### src/rtl/audio_pkg.sv
// Shared types and defaults for the codec audio receive path.
package audio_pkg;

  localparam int DATA_WIDTH = 16;

  typedef enum logic [1:0] {IDLE, SKIP, SHIFT, DONE} rx_state_t;

  typedef enum logic {CH_LEFT, CH_RIGHT} chan_t;

endpackage

### src/rtl/i2s_adc_receiver_sync_edge.sv
// Multi-flop synchroniser for one asynchronous codec pin with rise and any-edge detect.
module sync_edge #(
  parameter int SYNC_STAGES = 2
) (
  input  logic clk,
  input  logic d_i,
  output logic q_o,
  output logic rise_o,
  output logic any_edge_o
);

  logic [SYNC_STAGES-1:0] sync_q;
  logic                   hist_q;

  // No reset here: the chain and history keep tracking the pin through reset,
  // so releasing reset never fabricates an edge from a pin that is already high.
  always_ff @(posedge clk) begin
    sync_q <= {sync_q[SYNC_STAGES-2:0], d_i};
    hist_q <= sync_q[SYNC_STAGES-1];
  end

  assign q_o        = sync_q[SYNC_STAGES-1];
  assign rise_o     = sync_q[SYNC_STAGES-1] & ~hist_q;
  assign any_edge_o = sync_q[SYNC_STAGES-1] ^ hist_q;

endmodule

### src/rtl/i2s_adc_receiver.sv
// I2S ADC deserialiser: codec-mastered BCLK/LRCK into per-channel valid/ready sample ports.
// state | meaning: IDLE wait first LRCK edge | SKIP one-bit I2S delay | SHIFT capture bits | DONE ignore slot tail
module i2s_adc_receiver #(
  parameter int DATA_WIDTH  = 16,
  parameter int SYNC_STAGES = 2
) (
  input  logic                  clk,
  input  logic                  reset,
  input  logic                  aud_bclk,
  input  logic                  aud_adclrck,
  input  logic                  aud_adcdat,
  output logic [DATA_WIDTH-1:0] left_data,
  output logic                  left_valid,
  input  logic                  left_ready,
  output logic [DATA_WIDTH-1:0] right_data,
  output logic                  right_valid,
  input  logic                  right_ready,
  output logic                  overrun,
  output logic                  short_frame,
  input  logic                  status_clear
);
  import audio_pkg::*;

  localparam int CNT_W = $clog2(DATA_WIDTH);

  logic bclk_rise, lrck_edge, lrck_s, dat_s;
  logic unused_bclk_q, unused_bclk_edge, unused_lrck_rise, unused_dat_rise, unused_dat_edge;

  sync_edge #(.SYNC_STAGES(SYNC_STAGES)) u_bclk (
    .clk(clk), .d_i(aud_bclk), .q_o(unused_bclk_q), .rise_o(bclk_rise), .any_edge_o(unused_bclk_edge));
  sync_edge #(.SYNC_STAGES(SYNC_STAGES)) u_lrck (
    .clk(clk), .d_i(aud_adclrck), .q_o(lrck_s), .rise_o(unused_lrck_rise), .any_edge_o(lrck_edge));
  sync_edge #(.SYNC_STAGES(SYNC_STAGES)) u_dat (
    .clk(clk), .d_i(aud_adcdat), .q_o(dat_s), .rise_o(unused_dat_rise), .any_edge_o(unused_dat_edge));

  rx_state_t             state_q, state_d;
  chan_t                 chan_q, chan_d;
  logic [CNT_W-1:0]      cnt_q, cnt_d;
  logic [DATA_WIDTH-1:0] shift_q, shift_d, sample;
  logic                  deliver, short_set, ovr_set;

  logic [DATA_WIDTH-1:0] left_data_q, left_data_d, right_data_q, right_data_d;
  logic                  left_valid_q, left_valid_d, right_valid_q, right_valid_d;
  logic                  overrun_q, overrun_d, short_q, short_d;

  always_comb begin
    state_d   = state_q;
    chan_d    = chan_q;
    cnt_d     = cnt_q;
    shift_d   = shift_q;
    deliver   = 1'b0;
    short_set = 1'b0;
    sample    = {shift_q[DATA_WIDTH-2:0], dat_s};
    // An LRCK edge outranks everything; a coincident BCLK rise is the delay slot.
    if (lrck_edge) begin
      chan_d    = lrck_s ? CH_RIGHT : CH_LEFT;
      cnt_d     = '0;
      shift_d   = '0;
      short_set = (state_q == SHIFT);
      state_d   = bclk_rise ? SHIFT : SKIP;
    end else begin
      case (state_q)
        SKIP: if (bclk_rise) begin
          state_d = SHIFT;
          cnt_d   = '0;
        end
        SHIFT: if (bclk_rise) begin
          shift_d = sample;
          if (cnt_q == CNT_W'(DATA_WIDTH-1)) begin
            deliver = 1'b1;
            state_d = DONE;
          end else begin
            cnt_d = cnt_q + CNT_W'(1);
          end
        end
        default: ;
      endcase
    end
  end

  always_comb begin
    left_data_d   = left_data_q;
    right_data_d  = right_data_q;
    left_valid_d  = left_valid_q & ~left_ready;
    right_valid_d = right_valid_q & ~right_ready;
    ovr_set       = 1'b0;
    // A held, unaccepted sample wins over the new one.
    if (deliver) begin
      if (chan_q == CH_LEFT) begin
        if (left_valid_q && !left_ready) ovr_set = 1'b1;
        else begin
          left_data_d  = sample;
          left_valid_d = 1'b1;
        end
      end else begin
        if (right_valid_q && !right_ready) ovr_set = 1'b1;
        else begin
          right_data_d  = sample;
          right_valid_d = 1'b1;
        end
      end
    end
    overrun_d = ovr_set | (overrun_q & ~status_clear);
    short_d   = short_set | (short_q & ~status_clear);
  end

  always_ff @(posedge clk) begin
    if (reset) begin
      state_q       <= IDLE;
      chan_q        <= CH_LEFT;
      cnt_q         <= '0;
      shift_q       <= '0;
      left_data_q   <= '0;
      right_data_q  <= '0;
      left_valid_q  <= 1'b0;
      right_valid_q <= 1'b0;
      overrun_q     <= 1'b0;
      short_q       <= 1'b0;
    end else begin
      state_q       <= state_d;
      chan_q        <= chan_d;
      cnt_q         <= cnt_d;
      shift_q       <= shift_d;
      left_data_q   <= left_data_d;
      right_data_q  <= right_data_d;
      left_valid_q  <= left_valid_d;
      right_valid_q <= right_valid_d;
      overrun_q     <= overrun_d;
      short_q       <= short_d;
    end
  end

  assign left_data   = left_data_q;
  assign left_valid  = left_valid_q;
  assign right_data  = right_data_q;
  assign right_valid = right_valid_q;
  assign overrun     = overrun_q;
  assign short_frame = short_q;

endmodule

### config.mk
export PLATFORM = sky130hd
export DESIGN_NAME = i2s_adc_receiver
export DESIGN_NICKNAME = d
export VERILOG_FILES = /design/src/rtl/audio_pkg.sv /design/src/rtl/i2s_adc_receiver_sync_edge.sv /design/src/rtl/i2s_adc_receiver.sv
export SDC_FILE = /design/constraint.sdc
export NUM_CORES = 1
export LEC_CHECK = 0
export BUFFER_PORTS_ARGS = -buffer_cell sky130_fd_sc_hd__buf_2
export CAP_MARGIN = 20
export CORE_MARGIN = 4
export CORE_UTILIZATION = 25
export DETAILED_ROUTE_END_ITERATION = 8
export PLACE_DENSITY = 0.45
export SETUP_SLACK_MARGIN = 0.3
export SLEW_MARGIN = 20
export SYNTH_ARGS = -nofsm -noshare
export SYNTH_HDL_FRONTEND = slang
export SYNTH_SLANG_ARGS = --single-unit
### constraint.sdc
create_clock -name clk -period 1.6 [get_ports clk]
set_input_delay 0.08 -clock clk [delete_from_list [all_inputs] [get_ports clk]]
set_output_delay 0.08 -clock clk [all_outputs]
set_load 0.01 [all_outputs]
Word-level counts from Yosys, hierarchy flattened --
Cells that the tools add are included.
Cells by class: $add $sub $neg 1, reductions and logical operators 12, bitwise logic cells 15, equality and inequality tests 9, multiplexer cells 26
Operators with widths (number):
- $mux 1 | 16
- $mux 4 | 3
- $mux 2 | 5
- $pmux 4 s2 | 1
- $reduce_and 4->1 | 2
- $not 1->1 | 7
- $ne 2x2->1 const B | 3
- $ne 3x3->1 const B | 2
- $reduce_and 3->1 | 2
- $and 1x1->1 | 5
- $add 4x1->4 const B | 1
- $eq 4x4->1 const B | 1
- $pmux 2 s2 | 1
- $ne 3x2->1 const B | 1
- $reduce_bool 3->1 | 1
- $eq 2x1->1 const B | 1
- $eq 2x2->1 const B | 1
- $logic_and 1x1->1 | 2
- $logic_not 1->1 | 2
- $or 1x1->1 | 2
- $reduce_and 2->1 | 1
- $reduce_bool 2->1 | 1
- $reduce_or 2->1 | 1
- $xor 1x1->1 | 1
Word-level totals: output and inout bits 36, register bits after elaboration 66

Logic depth before layout (Yosys ltp) --
Gate-level depths: netlist of run 1.
word-level depth 7, depth in mapped cells 7, depth with buffers taken out 5

Modules after synthesis --
From an unflattened synthesis of run 1, not the netlist that was laid out.
Second synthesis, totals: cell total of the unflattened synthesis 269, area total of the unflattened synthesis 2692.6 um^2
Modules (own cells, without submodules):
- i2s_adc_receiver | area an instance 2452.4 um^2, cells each 251, seq. area each 1161.1 um^2, times used 1
- sync_edge | area an instance 80.1 um^2, cells each 6, seq. area each 60.1 um^2, times used 3

Least setup slack after synthesis of run 1 --
No wires, ideal clock.
path kind register to register, start point register cnt_q[0], end point register left_data_q[10] (netlist: left_data[10]), arrival 1574 ps, data required time 1528 ps, setup time 72 ps, clock period less this slack 1645 ps, slack -45 ps, stages on the path, launching flop included 8, buffers on the path 2, path through dfxtp_1 > ha_1 > and3_1 > nand3_4 > nor3b_2 > buf_6 > buf_12 > mux2i_1
Between the ends: cells in the longest elaborated chain, start to end 6
RTL lines:
- start: declaration | line i2s_adc_receiver.sv:38 | logic [CNT_W-1:0] cnt_q, cnt_d;
- start signal: assignment | line i2s_adc_receiver.sv:122 | cnt_q <= cnt_d;
- $eq 4x4->1 | line i2s_adc_receiver.sv:69 | if (cnt_q == CNT_W'(DATA_WIDTH-1)) begin
- $mux 1 | line i2s_adc_receiver.sv:69
- $mux 1 | line i2s_adc_receiver.sv:67 | SHIFT: if (bclk_rise) begin
- $mux 1 | line i2s_adc_receiver.sv:62 | case (state_q)
- $mux 1 | line i2s_adc_receiver.sv:55 | if (lrck_edge) begin
- $reduce_and 3->1 (no source line)
- end signal: assignment | line i2s_adc_receiver.sv:124 | left_data_q <= left_data_d;
- end: declaration | line i2s_adc_receiver.sv:42 | logic [DATA_WIDTH-1:0] left_data_q, left_data_d, right_data_q, right_data_d;
Every way passes these cells. A chain may end at the register's enable or synchronous reset.

Worst setup path after layout of run 1 --
start point register cnt_q[0], end point register left_data_q[1] (netlist: left_data[1])
Same word-level chain as after synthesis.

==> reports/qor.csv, run 1 <==
metric,value,unit
outcome,"complete, no violations",
die_x,110,um
cts_tree,done,
yosys.area.top_type,dfxtp_1,
yosysUniqueCellTypes,37,
syn_nets,294,
clkTransAtPathRegs,80,ps
route.detailed.drc,0,
pre_cts_slack,-3.17,ps
via_per_inst,4.36,
async_flop_share,0,%
port_buffers,43,
first_pass_iters,4,
clock-root-buffer,clkbuf_8,
rsz0062_at_grt,true,
worst_hold_slack,73.2,ps
grt_antenna_before_repair,0,
drive_gt1_share,30.9,%
ys_seq_area_share,50.6,%
drt-wirelength-per-cell,13.3,um
synth_top_area_share,50.6,%
stdcell_count,495,
cp_max_fo,8,
cts_buffers,9,
finalWorstSetupSlack,110,ps
first_iter_violations,112,
finalHoldViolations,0,
io_pins,44,
drt-total-wl,6600,um
post-dp-hpwl,4420,um
slew_headroom,78.2,%
synthesis.instances,285,
dp.cells,464,
tightest_slew,327,ps
grt_max_degree,41,
grt-ovfl-total,0,
arrival,1750,ps
worstHoldStart,status_clear,
ys_warn_count,0,
setup_viol,0,
synth-edff-count,0,
finalPower,0.00343,W
avgSynthCellArea,9.17,um^2
place_congestion,0.772,
rrSetupSlack,110,ps
r2r_end,left_data[1]$_SDFFE_PP0P_,
reg2reg_depth,7,
nNetsFinal,363,
synthToLayoutAreaGrowth,35.3,%
fp.coreArea,0.0102,mm^2
setup_tns,0,ps
rows,37,
final_max_slew_viol_count,0,
grt_pass1_wl,10600,um
cts.sinks,66,
vias,2158,
finalCritPeriodShare,93.1,%
dieHeight,110,um
h-tree-depth,3,
holdCritPathClass,in -> reg,
finClkSkew,13.9,ps
first_global_vias,2054,
cp_data_required_time,1860,ps
cts_max_path_buffers,2,
path_class,reg -> reg,
max_freq,0.671,GHz
syn-cell-area,0.00261,mm^2
antenna_cells,0,
holdPathStages,4,
worstHoldEndpoint,short_frame$_SDFF_PP0_,
synth_area_leaders,"dfxtp_1, nand2b_1, a21oi_1, mux2i_1, nand2_1",
insertion_delay,340,ps
ys_ff_latch,66,
ant_nets,0,
ir_drop,0.397,mV
r2r-start,cnt_q[0]$_SDFFE_PP0P_,
worstSetupEndpointType,flip-flop,
leakagePower,1.30,nW
power_density,969,mW/mm^2
maxCapViolations,0,
cp-start-kind,flip-flop,
initial_core_util,25.5,%
ys.flop_type,dfxtp_1,
die_area,0.0122,mm^2
grtUsageTotal,11.4,%
timing.final.crit_period,1490,ps
==> layer usage <==
| layer | vias up | GRT usage [%] | wire [um] |
|---|---|---|---|
| met5 | - | 0 | 0 |
| met4 | 0 | 3.69 | 47 |
| met3 | 2 | 3.67 | 286 |
| met2 | 36 | 16.8 | 2940 |
| met1 | 1005 | 15.7 | 3330 |
| li1 | 1115 | - | - |
==> registers in the layout (all words and copies together) (netlist names) <==
signal / count
u_bclk.sync_q: 2
short_frame: 1
u_lrck.hist_q: 1
shift_q: 15
chan_q: 1
u_dat.sync_q: 2
right_data: 16
u_bclk.hist_q: 1
left_valid: 1
u_lrck.sync_q: 2
overrun: 1
state_q: 2
right_valid: 1
cnt_q: 4
left_data: 16
==> power by group <==
group | total (W) | leakage, nW | switching (W) | internal, W
registers | 0.00167 | 0.537 | 0.0000155 | 0.00166
clock network | 0.00158 | 0.110 | 0.000690 | 0.000890
logic | 0.000173 | 0.651 | 0.0000932 | 0.0000796
==> stage by stage <==
stage / utilization (%) / area [um^2]
after floorplan: - / 2660
after global placement: 30.3 / 3100
after detailed placement: 30.3 / 3100
after CTS: 33.9 / 3470
after global routing: 34.6 / 3540
final: 34.6 / 3540
==> worst max path at each step <==
stage	start	endpoint	slack, ps	depth (start not counted)
floorplan	state_q[0]$_SDFFE_PP0P_	left_data[10]$_SDFFE_PP0P_	40	7
global placement	cnt_q[1]$_SDFFE_PP0P_	left_data[2]$_SDFFE_PP0P_	60	6
detailed placement	cnt_q[1]$_SDFFE_PP0P_	left_data[0]$_SDFFE_PP0P_	-3	6
CTS	cnt_q[0]$_SDFFE_PP0P_	left_data[1]$_SDFFE_PP0P_	100	7
global route	cnt_q[0]$_SDFFE_PP0P_	left_data[13]$_SDFFE_PP0P_	20	7
finish	cnt_q[0]$_SDFFE_PP0P_	left_data[1]$_SDFFE_PP0P_	110	7
==> cells in the final DEF, fill, tap and decap left out, types with 2 or more instances in the layout <==
cell,netlist,routed
buf_2,2,43
nand3_4,1,2
o21ai_0,20,20
bufinv_16,0,2
mux2i_1,17,17
buf_12,1,2
a21oi_1,40,38
buf_4,1,25
a21oi_2,0,2
dfxtp_1,66,60
nand2b_1,36,36
buf_6,2,2
nor2b_1,4,4
a211oi_1,2,2
clkbuf_8,0,9
nand3_1,19,17
nor2_1,3,3
nand2_1,36,36
and2_1,2,2
dfxtp_2,0,5
dlygate4sd3_1,0,4
clkinv_4,0,3
==> synth_stat cells (all sizes together) (2+ instances only) <==
cell     n
dfxtp   66
a21oi   40
nor2b    4
mux2i   17
nand3   20
nand2b  36
and2     2
clkbuf  12
nor2     3
nand2   36
o21ai   20
buf      8
a211oi   2
==> repair_timing <==
action                                  CTS  global route
hold buffers                              4             0
gates resized for setup                   9            11
endpoints found under the setup margin   39            42
pin swaps                                 6             9
buffers inserted                          8             2
cloned                                    1             0
endpoints found under the hold margin     7             0
==> critical path, cell delays in order, from the launching register on <==
cell     delay [ps]
dfxtp_2         360
ha_4            140
and3_4          180
nand3_4          80
nor3b_4         200
buf_4           150
buf_12          130
mux2i_1         180
==> kinds of logic after synthesis <==
logic type      Yosys count  share of synthesized area, %
flops                    66                          50.6
buf+inv                  21                          4.45
simple gates            111                          23.5
compound gates           67                          13.5
xor+xnor                  2                         0.958
fa+ha+maj                 1                         0.479
mux                      17                          6.51
==> area by class of cell <==
type | instances | area (um^2)
Clock inverter | 7 | 103
Timing Repair Buffer | 78 | 548
Clock buffer | 9 | 124
Inverter | 1 | 3.75
Fill cell | 1066 | 6690
Sequential cell | 66 | 1330
Multi-Input combinational cell | 198 | 1260
Tap cell | 136 | 170
Note: power is estimated with default switching activity, not from simulation.
==> run 2: changes to the inputs <==
--- a/config.mk
+++ b/config.mk
@@ -8,9 +8,10 @@
 export BUFFER_PORTS_ARGS = -buffer_cell sky130_fd_sc_hd__buf_2
 export CAP_MARGIN = 20
 export CORE_MARGIN = 4
-export CORE_UTILIZATION = 25
+export CORE_UTILIZATION = 30
 export DETAILED_ROUTE_END_ITERATION = 8
-export PLACE_DENSITY = 0.45
+export MAX_ROUTING_LAYER = met4
+export PLACE_DENSITY = 0.52
 export SETUP_SLACK_MARGIN = 0.3
 export SLEW_MARGIN = 20
 export SYNTH_ARGS = -nofsm -noshare
==> reports/qor.csv, run 2 (synthesis results as in run 1) <==
metric,value,unit,change
outcome,finished with violations,,
violations,negative setup slack,,
worst_path_largest_cell_delay,370,ps,about the same
max_freq,0.622,GHz,-7.3%
vias,2139,,-0.88%
drt-wirelength-per-cell,14.1,um,+5.5%
ir_drop,0.356,mV,-10%
die_x,101,um,-8.1%
cts.sinks,66,,unchanged
clock-root-buffer,clkbuf_8,,
finalCritPeriodShare,100,%,+7.4 points
final_max_slew_viol_count,0,,unchanged
met1_usage,18.8,%,+3.1 points
grtUsageTotal,13.4,%,+2.0 points
power_density,951,mW/mm^2,-1.8%
drive_gt1_share,30.0,%,-0.92 points
synthToLayoutAreaGrowth,31.2,%,
insertion_delay,340,ps,about the same
timing.final.crit_period,1610,ps,+118 ps
grt-ovfl-total,0,,unchanged
initial_core_util,31.3,%,+5.8 points
dieHeight,101,um,-8.1%
post-dp-hpwl,4180,um,-5.4%
tightest_slew,641,ps,+314 ps
first_global_vias,2007,,-2.3%
setup_tns,-7.47,ps,-7.47 ps
antenna_cells,0,,unchanged
via_per_inst,4.70,,+7.8%
path_cells,ha_4 -> and3_4 -> nand3_4 -> nor3b_4 -> buf_12 -> buf_12 -> mux2i_1,,
cp_common_cell,buf_12,,
finalPower,0.00326,W,-4.8%
dp.cells,428,,-7.8%
first_pass_iters,4,,unchanged
layout_commonest_cell,dfxtp_1,,
die_area,0.0103,mm^2,-16%
path_class,reg -> reg,,
ant_nets,0,,unchanged
cts_buffers,9,,unchanged
arrival,1880,ps,+130 ps
drt-total-wl,6400,um,-3.0%
cts_max_path_buffers,2,,unchanged
rsz0062_at_grt,true,,
path_buf_inv,2,,unchanged
grt_max_degree,36,,-12%
cp_data_required_time,1870,ps,about the same
finalWorstSetupSlack,-7.47,ps,-118 ps
slew_headroom,57.1,%,-21 points
finalHoldViolations,0,,unchanged
h-tree-depth,3,,unchanged
first_iter_violations,77,,-31%
use_met2,17.3,%,+0.49 points
port_buffers,43,,unchanged
leakagePower,1.25,nW,-3.8%
place_congestion,0.855,,+11%
route.detailed.drc,0,,unchanged
clkTransAtPathRegs,80,ps,about the same
grt_pass1_wl,10300,um,-2.1%
cp_max_fo,8,,unchanged
cp_slowest_cell,dfxtp_4,,
setup_viol,1,,+1
gr-usage-met3,3.79,%,+0.12 points
maxCapViolations,0,,unchanged
crit_family,simple AND/OR/NAND/NOR gates,,
grt_antenna_before_repair,0,,unchanged
stdcell_count,455,,-8.1%
fp.coreArea,0.00834,mm^2,-18%
worstSetupEndpointType,flip-flop,,
cts_tree,done,,
cp-start-kind,flip-flop,,
busiest_layer,met1,,
nNetsFinal,354,,-2.5%
rows,33,,-11%
io_pins,44,,unchanged
holdCritPathClass,in -> reg,,
finClkSkew,8.92,ps,-4.95 ps
layout_common_cells,"dfxtp_1, buf_2, a21oi_1",,
run 2: changes by cell type in the layout (fill, tap and decap cells not counted), sizes merged:
cell | before | now
buf | 74 | 66
clkinv | 3 | 2
dlygate4sd3 | 4 | 3
bufinv | 2 | 1
clkbuf | 9 | 10
inv | 2 | 1
clkinvlp | 1 | 3
run 2: final timing paths:
path	from	end	slack, ps	depth (start not counted)
max	cnt_q[1]$_SDFFE_PP0P_	left_data[3]$_SDFFE_PP0P_	-7	7
min	status_clear	overrun$_SDFF_PP0_	50	4
max reg2reg	cnt_q[1]$_SDFFE_PP0P_	left_data[3]$_SDFFE_PP0P_	-7	7
min reg2reg	u_bclk.sync_q[0]$_DFF_P_	u_bclk.sync_q[1]$_DFF_P_	330	0
run 2: power breakdown:
part	internal, W	switching (W)	total (W)
sequential	0.00166	0.0000168	0.00167
clock	0.000761	0.000667	0.00143
combinational	0.0000709	0.0000888	0.000160
total	0.00249	0.000773	0.00326
run 2: final cells by class:
cell class	count	area [um^2]
clock buffers	10	138
clock inverters	6	66.3
fillers	866	4910
inverters	1	3.75
multi-input cells	198	1260
flip-flops and latches	66	1330
well taps	105	131
repair buffers	69	495
run 2: repair_timing:
item,CTS,global route
gates resized for setup,21,15
pin swaps,7,7
setup buffers,5,2
endpoints found under the hold margin,3,0
endpoints found under the setup margin,40,55
cloned,1,0
hold buffers,3,0
run 2: worst reg2reg max path, cell delays in order, from the launching register on:
cell     delay (ps)
dfxtp_4         370
ha_4            130
and3_4          200
nand3_4          90
nor3b_4         270
buf_12          160
buf_12          130
mux2i_1         200
run 2: routing by layer:
| metal | vias to the layer above | wire length, um |
|---|---|---|
| met3 | 12 | 288 |
| met1 | 984 | 3270 |
| met5 | - | 0 |
| met2 | 48 | 2690 |
| li1 | 1095 | - |
| met4 | 0 | 157 |
run 2: stage by stage:
stage	instance area [um^2]	utilization, %	worst slack [ps]	hold WS (ps)
final	3430	41.1	-7.47	54.0
after CTS	3370	40.4	31.8	41.5
after detailed placement	3020	36.2	8.38	184
after floorplan	2660	-	40.5	108
after global placement	3020	36.2	63.5	182
after global routing	3430	41.1	-83.6	54.8
